$ cat src/rtl/fwd_pkg.sv
// Shared types and helpers for the forwarding / load-use hazard unit.
package fwd_pkg;

  // Widest register address any instance may use; narrower addresses are zero-extended.
  localparam int unsigned FWD_AW_MAX = 8;

  localparam int unsigned SEL_BYPASS_NONE = 0;

  typedef struct packed {
    logic                  v;
    logic [FWD_AW_MAX-1:0] rd;
    logic                  wr;
    logic                  ld;
  } fwd_rec_t;

  function automatic int unsigned sel_w(input int unsigned depth);
    return (depth < 1) ? 1 : $clog2(depth + 1);
  endfunction

endpackage

$ cat src/rtl/fwd_src_match.sv
// Priority match of one source register against the in-flight destination records.
// Emits the bypass select the instruction will need in EX and a load-too-young flag.
module fwd_src_match
  import fwd_pkg::*;
#(
  parameter int unsigned AW       = 5,
  parameter int unsigned DEPTH    = 2,
  parameter int unsigned LOAD_LAT = 2,
  parameter bit          ZERO_REG = 1'b1,
  parameter int unsigned SELW     = sel_w(DEPTH)
) (
  input  logic [AW-1:0]          rs,
  input  fwd_rec_t [DEPTH-1:0]   recs,
  output logic [SELW-1:0]        sel,
  output logic                   load_young
);

  logic [DEPTH-1:0] match;
  logic             rs_is_zero;

  assign rs_is_zero = ZERO_REG && (rs == '0);

  always_comb begin
    match = '0;
    for (int j = 0; j < int'(DEPTH); j++) begin
      match[j] = recs[j].v && recs[j].wr && (recs[j].rd == FWD_AW_MAX'(rs)) && !rs_is_zero;
    end
  end

  // Walk oldest to youngest so the youngest match is the one left standing.
  always_comb begin
    sel        = SELW'(SEL_BYPASS_NONE);
    load_young = 1'b0;
    for (int j = int'(DEPTH) - 1; j >= 0; j--) begin
      if (match[j]) begin
        sel        = SELW'(j + 1);
        load_young = recs[j].ld && ((j + 1) < int'(LOAD_LAT));
      end
    end
  end

endmodule

$ cat src/rtl/fwd_hazard_unit.sv
// Shadow pipeline of in-flight destinations: registered bypass selects for the
// instruction entering EX, load-use stall detection and a saturating stall counter.
module fwd_hazard_unit
  import fwd_pkg::*;
#(
  parameter int unsigned AW       = 5,
  parameter int unsigned NUM_SRC  = 2,
  parameter int unsigned DEPTH    = 2,
  parameter int unsigned LOAD_LAT = 2,
  parameter bit          ZERO_REG = 1'b1,
  parameter int unsigned CNT_W    = 16
) (
  input  logic                              clk,
  input  logic                              rst_n,
  input  logic                              id_valid,
  input  logic [NUM_SRC*AW-1:0]             id_rs,
  input  logic [AW-1:0]                     id_rd,
  input  logic                              id_reg_write,
  input  logic                              id_mem_read,
  input  logic                              ex_ready,
  input  logic                              flush,
  output logic                              hazard_stall,
  output logic                              ex_valid,
  output logic [NUM_SRC*sel_w(DEPTH)-1:0]   ex_fwd_sel,
  output logic [CNT_W-1:0]                  stall_cnt
);

  localparam int unsigned SELW = sel_w(DEPTH);

  // The last post-EX stage retires into the regfile (write-before-read), so it is never matched
  // and needs no tracking: only EX and the first DEPTH-1 post-EX stages are kept.
  fwd_rec_t [DEPTH-1:0]      rec_q, rec_d;
  logic [NUM_SRC*SELW-1:0]   sel_q, sel_d, next_sel;
  logic [CNT_W-1:0]          cnt_q, cnt_d;
  logic [NUM_SRC-1:0]        load_young;

  for (genvar i = 0; i < int'(NUM_SRC); i++) begin : g_src
    fwd_src_match #(
      .AW       (AW),
      .DEPTH    (DEPTH),
      .LOAD_LAT (LOAD_LAT),
      .ZERO_REG (ZERO_REG),
      .SELW     (SELW)
    ) u_match (
      .rs         (id_rs[i*AW +: AW]),
      .recs       (rec_q),
      .sel        (next_sel[i*SELW +: SELW]),
      .load_young (load_young[i])
    );
  end

  assign hazard_stall = id_valid && !flush && (|load_young);
  assign ex_valid     = rec_q[0].v;
  assign ex_fwd_sel   = sel_q;
  assign stall_cnt    = cnt_q;

  always_comb begin
    rec_d = rec_q;
    sel_d = sel_q;
    cnt_d = cnt_q;
    if (ex_ready) begin
      for (int j = 1; j < int'(DEPTH); j++) begin
        rec_d[j] = rec_q[j-1];
      end
      rec_d[0] = '0;
      sel_d    = '0;
      // hazard_stall already folds in flush, so a single test covers both bubble cases.
      if (id_valid && !flush && !hazard_stall) begin
        rec_d[0].v  = 1'b1;
        rec_d[0].rd = FWD_AW_MAX'(id_rd);
        rec_d[0].wr = id_reg_write;
        rec_d[0].ld = id_mem_read;
        sel_d       = next_sel;
      end
      if (hazard_stall && (cnt_q != '1)) begin
        cnt_d = cnt_q + 1'b1;
      end
    end
  end

  always_ff @(posedge clk or negedge rst_n) begin
    if (!rst_n) begin
      rec_q <= '0;
      sel_q <= '0;
      cnt_q <= '0;
    end else begin
      rec_q <= rec_d;
      sel_q <= sel_d;
      cnt_q <= cnt_d;
    end
  end

endmodule

$ cat config.mk
export PLATFORM = sky130hd
export DESIGN_NAME = fwd_hazard_unit
export DESIGN_NICKNAME = d
export VERILOG_FILES = /design/src/rtl/fwd_pkg.sv /design/src/rtl/fwd_src_match.sv /design/src/rtl/fwd_hazard_unit.sv
export SDC_FILE = /design/constraint.sdc
export NUM_CORES = 1
export LEC_CHECK = 0
export ABC_AREA = 1
export BUFFER_PORTS_ARGS = -buffer_cell sky130_fd_sc_hd__clkbuf_2
export CORE_ASPECT_RATIO = 0.5
export CORE_UTILIZATION = 37
export CTS_CLUSTER_DIAMETER = 50
export DETAILED_ROUTE_END_ITERATION = 6
export GPL_TIMING_DRIVEN = 0
export PLACE_DENSITY = 0.64
export SLEW_MARGIN = 10
export SYNTH_ARGS = -nofsm -noshare
export SYNTH_HDL_FRONTEND = slang
export SYNTH_SLANG_ARGS = --single-unit
$ cat constraint.sdc
create_clock -name clk -period 2 [get_ports clk]
set_input_delay 0.1 -clock clk [delete_from_list [all_inputs] [get_ports clk]]
set_output_delay 0.1 -clock clk [all_outputs]
set_load 0.03 [all_outputs]
==> run metrics, run 1 <==
max-cap violation count 0; largest net degree at the start of global routing 36; unrepaired setup endpoints after global routing no; # rows 19; dominant cell type by area after synthesis dfrtp_1; ys flop type dfrtp_1; layout cells sized above 1 19.9%; TritonCTS clock tree done; most common cell after layout, fill and taps aside nand2_1; CP Launch Type register; maximum fanout along the worst path 4; commonest non-fill, non-tap cells in the layout nand2_1, inv_1, clkbuf_2; status complete, no violations; clock root buffer clkbuf_16; async set-or-reset flop fraction in the synthesized netlist 100%; initial antenna violation count 0; hold violation total from the final report 0; number of synthesized flops with an enable pin 0; Tmin final 1.81 ns; Critical Path RT 1.90 ns; Syn Area/Cell 7.22 um^2; gr ovfl total 0; critical path, cell by cell inv_1 > nand2_1 > nand2_1 > nand2_1 > nor2_2 > nand2_2 > nand2_2 > nand3_4 > inv_1 > buf_2; HP Class in -> reg; Setup CP Type reg -> out; most used cell, CP nand2_1; post-synthesis sequential area ratio 39.9%; post-synthesis cell area 2190 um^2; Final Cycle Share 90.5%; CP endpoint kind output port; Max Used Layer met4; clk sinks 35; DRC Markers 0; core area 5590 um^2; CP max stage delay 0.40 ns; Fmax 552 MHz; vias per inst 4.91; Leak 1.49 nW; detailed route wirelength on metal3 219 um; GPL Wtd Cong 0.854; share of the synthesized area in the top cell type 39.9%; Final setup viols 0; nets 379; synth unique cells 26; Seq cells post-synth 35; Area Growth Syn to Fin 21.6%; Util after Layout 47.8%; Port Buffers 43; Syn Inst Count 304; # H-tree levels 2; DR WL met2 2560 um; initial core utilization 39.3%; post-synth net total 327; die footprint 6260 um^2; power per cell area 629 nW/um^2; Worst Skew 0.00390 ns; HPWL after DPL 4130 um; overall routing resource usage 19.1%; drt first pass iters 4; critical path data arrival time 1.71 ns; final WL 5370 um; Wirelength per Cell 12.5 um; Worst-Margin Slew 0.882 ns; die height 56.5 um; Iteration-0 DRC Markers 102; Yosys Warn Count 0; slew margin rel. 41.2%; clock-pin slew on the worst setup and hold paths 0.06 ns; M1 WL 2550 um; DRT antenna net count 0; CP delay by family, top simple AND/OR/NAND/NOR gates; Clock Latency Late Sink 0.28 ns; Worst IR Drop VDD 0.326 mV; Slew Viols, Final 0; Num CTS Buffers 5; Worst Path Buf+Inv 3; CTS Buffer Depth 2; number of global-route vias before repair 2,083; I/O pins 44; slowest cell on the critical path dfrtp_1; final setup TNS 0 ns; first-pass GRT wire length 9470 um; vias post-DR 2,111; ant diodes 0; die width 111 um; Synth area leaders dfrtp_1, nand2_1, inv_1, nand3_1, o21bai_1
[kinds of logic (layout without fill, tap and decap cells)]
logic type,Yosys count,after routing,share of synthesized area (%)
AO/OA/AOI/OAI,39,39,11.4
flip-flops,35,35,39.9
buffers and inverters,66,119,11.8
adder cells (fa/ha/maj),1,1,0.570
AND/OR/NAND/NOR,151,151,31.5
XOR/XNOR,12,12,4.79
[state kept, by name (all words and copies together), names as in the netlist]
name / count
ex_fwd_sel: 4
ex_valid: 1
rec_q: 14
stall_cnt: 16
[final timing paths]
check                             start             to  slack (ns)  cells past startpoint
max                            rec_q[4]   hazard_stall        0.19                     10
min                        id_reg_write       rec_q[1]        0.01                      3
min reg2reg                   rec_q[12]      rec_q[12]        0.49                      2
max reg2reg                stall_cnt[1]   stall_cnt[8]        0.20                     10
min in group asynchronous         rst_n  stall_cnt[14]        0.47                      2
max in group asynchronous         rst_n  ex_fwd_sel[1]        0.98                      2
[tightest hold or removal path: cells and delay by family]
family | cells | cell delay (ns)
and+or+nand+nor | 2 | 0.09
buffers and inverters | 1 | 0.08
[where the power goes]
| part | internal, W | switching, W | total [W] | leakage (nW) |
|---|---|---|---|---|
| clock network | 0.000458 | 0.000307 | 0.000766 | 0.0658 |
| registers | 0.000729 | 0.0000201 | 0.000749 | 0.397 |
| logic | 0.0000563 | 0.000107 | 0.000163 | 1.03 |
[stage by stage]
| stage | instance area [um^2] | power, W | cells | hold WS (ns) | setup slack, ns |
|---|---|---|---|---|---|
| floorplan | 2190 | 0.000849 | 304 | -0.196 | 0.252 |
| global placement | 2500 | 0.000917 | 420 | 0.254 | 0.243 |
| detailed placement | 2500 | 0.000923 | 420 | 0.275 | 0.203 |
| CTS | 2660 | 0.00170 | 429 | 0.0126 | 0.115 |
| global route | 2670 | 0.00175 | 430 | 0.0196 | 0.00112 |
| finish | 2670 | 0.00168 | 430 | 0.0145 | 0.189 |
[metal layers]
metal  vias to the layer above  GRT usage, %
met5                         -             0
met4                         0          5.71
met3                         6          3.46
met2                        39          32.9
met1                      1010          24.7
li1                       1056             -
[synthesized netlist by cell type, types with 4 or more instances]
master	instances
nand4_1	6
o22ai_1	5
nor2_1	17
nand2_1	82
nand3_1	28
dfrtp_1	35
o21bai_1	16
nor2_2	4
xor2_1	10
o21ai_0	13
nor3_1	5
inv_1	58
[repair_timing]
item | in CTS | in global routing
buffers inserted | 0 | 1
hold buffers | 1 | 0
resized for setup | 0 | 2
endpoints found under the hold margin | 35 | 0
endpoints found under the setup margin | 0 | 1
[final cells by class]
cell class / instances / area, um^2
Buffer: 5 / 30.0
Multi-Input combinational cell: 203 / 1060
Inverter: 61 / 229
Timing Repair Buffer: 45 / 233
Clock buffer: 5 / 125
Clock inverter: 3 / 20.0
Tap cell: 73 / 91.3
Fill cell: 541 / 2920
Sequential cell: 35 / 876
No activity file was read; power rests on OpenSTA's default activity.
==> run 2, diff against run 1 <==
--- a/config.mk
+++ b/config.mk
@@ -12,7 +12,7 @@
 export CTS_CLUSTER_DIAMETER = 50
 export DETAILED_ROUTE_END_ITERATION = 6
 export GPL_TIMING_DRIVEN = 0
-export PLACE_DENSITY = 0.64
+export PLACE_DENSITY_LB_ADDON = 0.05
 export SLEW_MARGIN = 10
 export SYNTH_ARGS = -nofsm -noshare
 export SYNTH_HDL_FRONTEND = slang
==> run 2 against run 1 <==
  * Die area stayed put
  * Register-to-register slack about the same
  * Critical path type unchanged
  * Sequential power is essentially flat
  * Highest routed layer unchanged
  * Total power grew 14%
  * Combinational power about the same
  * Fmax down 1.5%
==> run metrics, run 2 (synthesized netlist as in run 1, its figures left out) <==
status complete, no violations; largest net degree at the start of global routing 36 (unchanged); initial core utilization 39.3% (unchanged); final WL 5590 um (+4.1%); Worst Skew 0.00379 ns (-0.000106 ns); ant diodes 0 (unchanged); drt first pass iters 6 (+2); power per cell area 706 nW/um^2 (+12%); Num CTS Buffers 5 (unchanged); overall routing resource usage 20.0% (+0.96 points); R2R Setup Slk 0.20 ns (about the same); DP Worst Slack 0.203 ns (+0.000194 ns); worst setup path start rec_q[6]; HPWL after DPL 4220 um (+2.2%); die width 111 um (unchanged); initial antenna violation count 0 (unchanged); CP Launch Type register; die height 56.5 um (unchanged); vias per inst 4.90 (-0.24%); first-pass GRT wire length 9710 um (+2.5%); final hold slack 0.0265 ns (+0.0120 ns); TritonCTS clock tree done; Slew Viols, Final 0 (unchanged); most common cell after layout, fill and taps aside nand2_1; Worst IR Drop VDD 0.351 mV (+7.7%); Fmax 544 MHz (-1.5%); slew margin rel. 40.3% (-0.93 points); FF-to-FF Start stall_cnt[1]; I/O pins 44 (unchanged); worst r2r dst stall_cnt[8]; hold violation total from the final report 0 (unchanged); Tmin final 1.84 ns (+0.0279 ns); Port Buffers 43 (unchanged); reg2reg path depth 10 (unchanged); nets 379 (unchanged); CP endpoint kind output port; Leak 1.52 nW (+1.6%); Clock Latency Late Sink 0.28 ns (about the same); Area Growth Syn to Fin 23.6%; DRT antenna net count 0 (unchanged); Iteration-0 DRC Markers 113 (+11%); Worst-Margin Slew 0.896 ns (+0.0139 ns); clk sinks 35 (unchanged); number of global-route vias before repair 2,038 (-2.2%); Critical Path RT 1.90 ns (about the same); final setup TNS 0 ns (unchanged); vias post-DR 2,106 (-0.24%); non-filler cells, final 430 (unchanged); critical path data arrival time 1.74 ns (+0.03 ns); die footprint 6260 um^2 (unchanged); core area 5590 um^2 (unchanged); Wirelength per Cell 13.0 um (+4.1%); layout cells sized above 1 19.6% (-0.28 points); CTS Buffer Depth 2 (unchanged); # rows 19 (unchanged); Setup CP Type reg -> out; # H-tree levels 2 (unchanged); DP Cell Count 420 (unchanged); max-cap violation count 0 (unchanged); Critical path destination hazard_stall; gr ovfl total 0 (unchanged); Final WS setup 0.161 ns (-0.0279 ns); HP Class in -> reg; commonest non-fill, non-tap cells in the layout nand2_1, inv_1, clkbuf_2; Final Cycle Share 91.9% (+1.4 points); GPL Wtd Cong 0.834 (-2.3%); Final setup viols 0 (unchanged); clock root buffer clkbuf_16; clock-pin slew on the worst setup and hold paths 0.06 ns (about the same); max FFs per register 16 (unchanged); DRC Markers 0 (unchanged); maximum fanout along the worst path 4 (unchanged)
==> run 2: cell count changes in the layout (fill, tap and decap cells not counted) <==
cell        delta
clkbuf_1       +1
clkbuf_2       +1
clkinv_2       -1
bufinv_16      +2
clkinvlp_4     -2
buf_2          -1
==> run 2: repair_timing <==
action	in CTS	in global routing
hold buffers	1	0
setup buffers	0	1
endpoints found under the setup margin	0	1
endpoints found under the hold margin	35	0
gates resized for setup	0	1
==> run 2: worst min-delay path by stage <==
stage	startpoint	endpoint	slack [ns]	cells past startpoint
after global placement	rst_n	stall_cnt[9]	0.27	1
after CTS	id_mem_read	rec_q[0]	0.03	3
after global routing	id_mem_read	rec_q[0]	0.04	3
after detailed placement	rst_n	stall_cnt[8]	0.28	1
after floorplan	rst_n	ex_fwd_sel[0]	-0.20	0
final	id_mem_read	rec_q[0]	0.03	3
==> run 2: stage by stage <==
stage          power, W  cell area (um^2)  utilization (%)
2_1_floorplan  0.000849              2190                -
3_3_place_gp   0.000921              2500             44.8
3_5_place_dp   0.000923              2500             44.8
4_1_cts         0.00194              2700             48.3
5_1_grt         0.00200              2710             48.6
6_report        0.00191              2710             48.6
==> run 2: area by class of cell <==
cell class                 count  area, um^2
buffer                         5        30.0
clock buffer                   6         129
clock inverter                 2        60.1
fill                         569        2870
inverter                      61         229
multi-input combinational    203        1060
sequential                    35         876
tap                           73        91.3
timing repair buffer          45         233
==> run 2: where the power goes <==
part	internal (W)	switching, W	total (W)
Sequential	0.000729	0.0000194	0.000748
Combinational	0.0000563	0.000107	0.000163
Clock	0.000715	0.000289	0.00100
Total	0.00150	0.000415	0.00191
==> run 2: layer usage <==
metal | track usage (%) | up-vias | part of all wire, %
li1 | - | 1060 | -
met3 | 4.86 | 4 | 4.2
met1 | 27.3 | 1000 | 51
met5 | 0 | - | 0
met2 | 32.2 | 42 | 44
met4 | 5.14 | 0 | 0.75
==> run 2: critical path, cell delays in order, from the launching register on <==
cell,delay [ns]
dfrtp_1,0.41
inv_1,0.14
nand2_1,0.06
nand2_1,0.05
nand2_1,0.06
nor2_2,0.12
nand2_2,0.08
nand2_2,0.13
nand3_4,0.13
inv_1,0.08
clkbuf_2,0.19
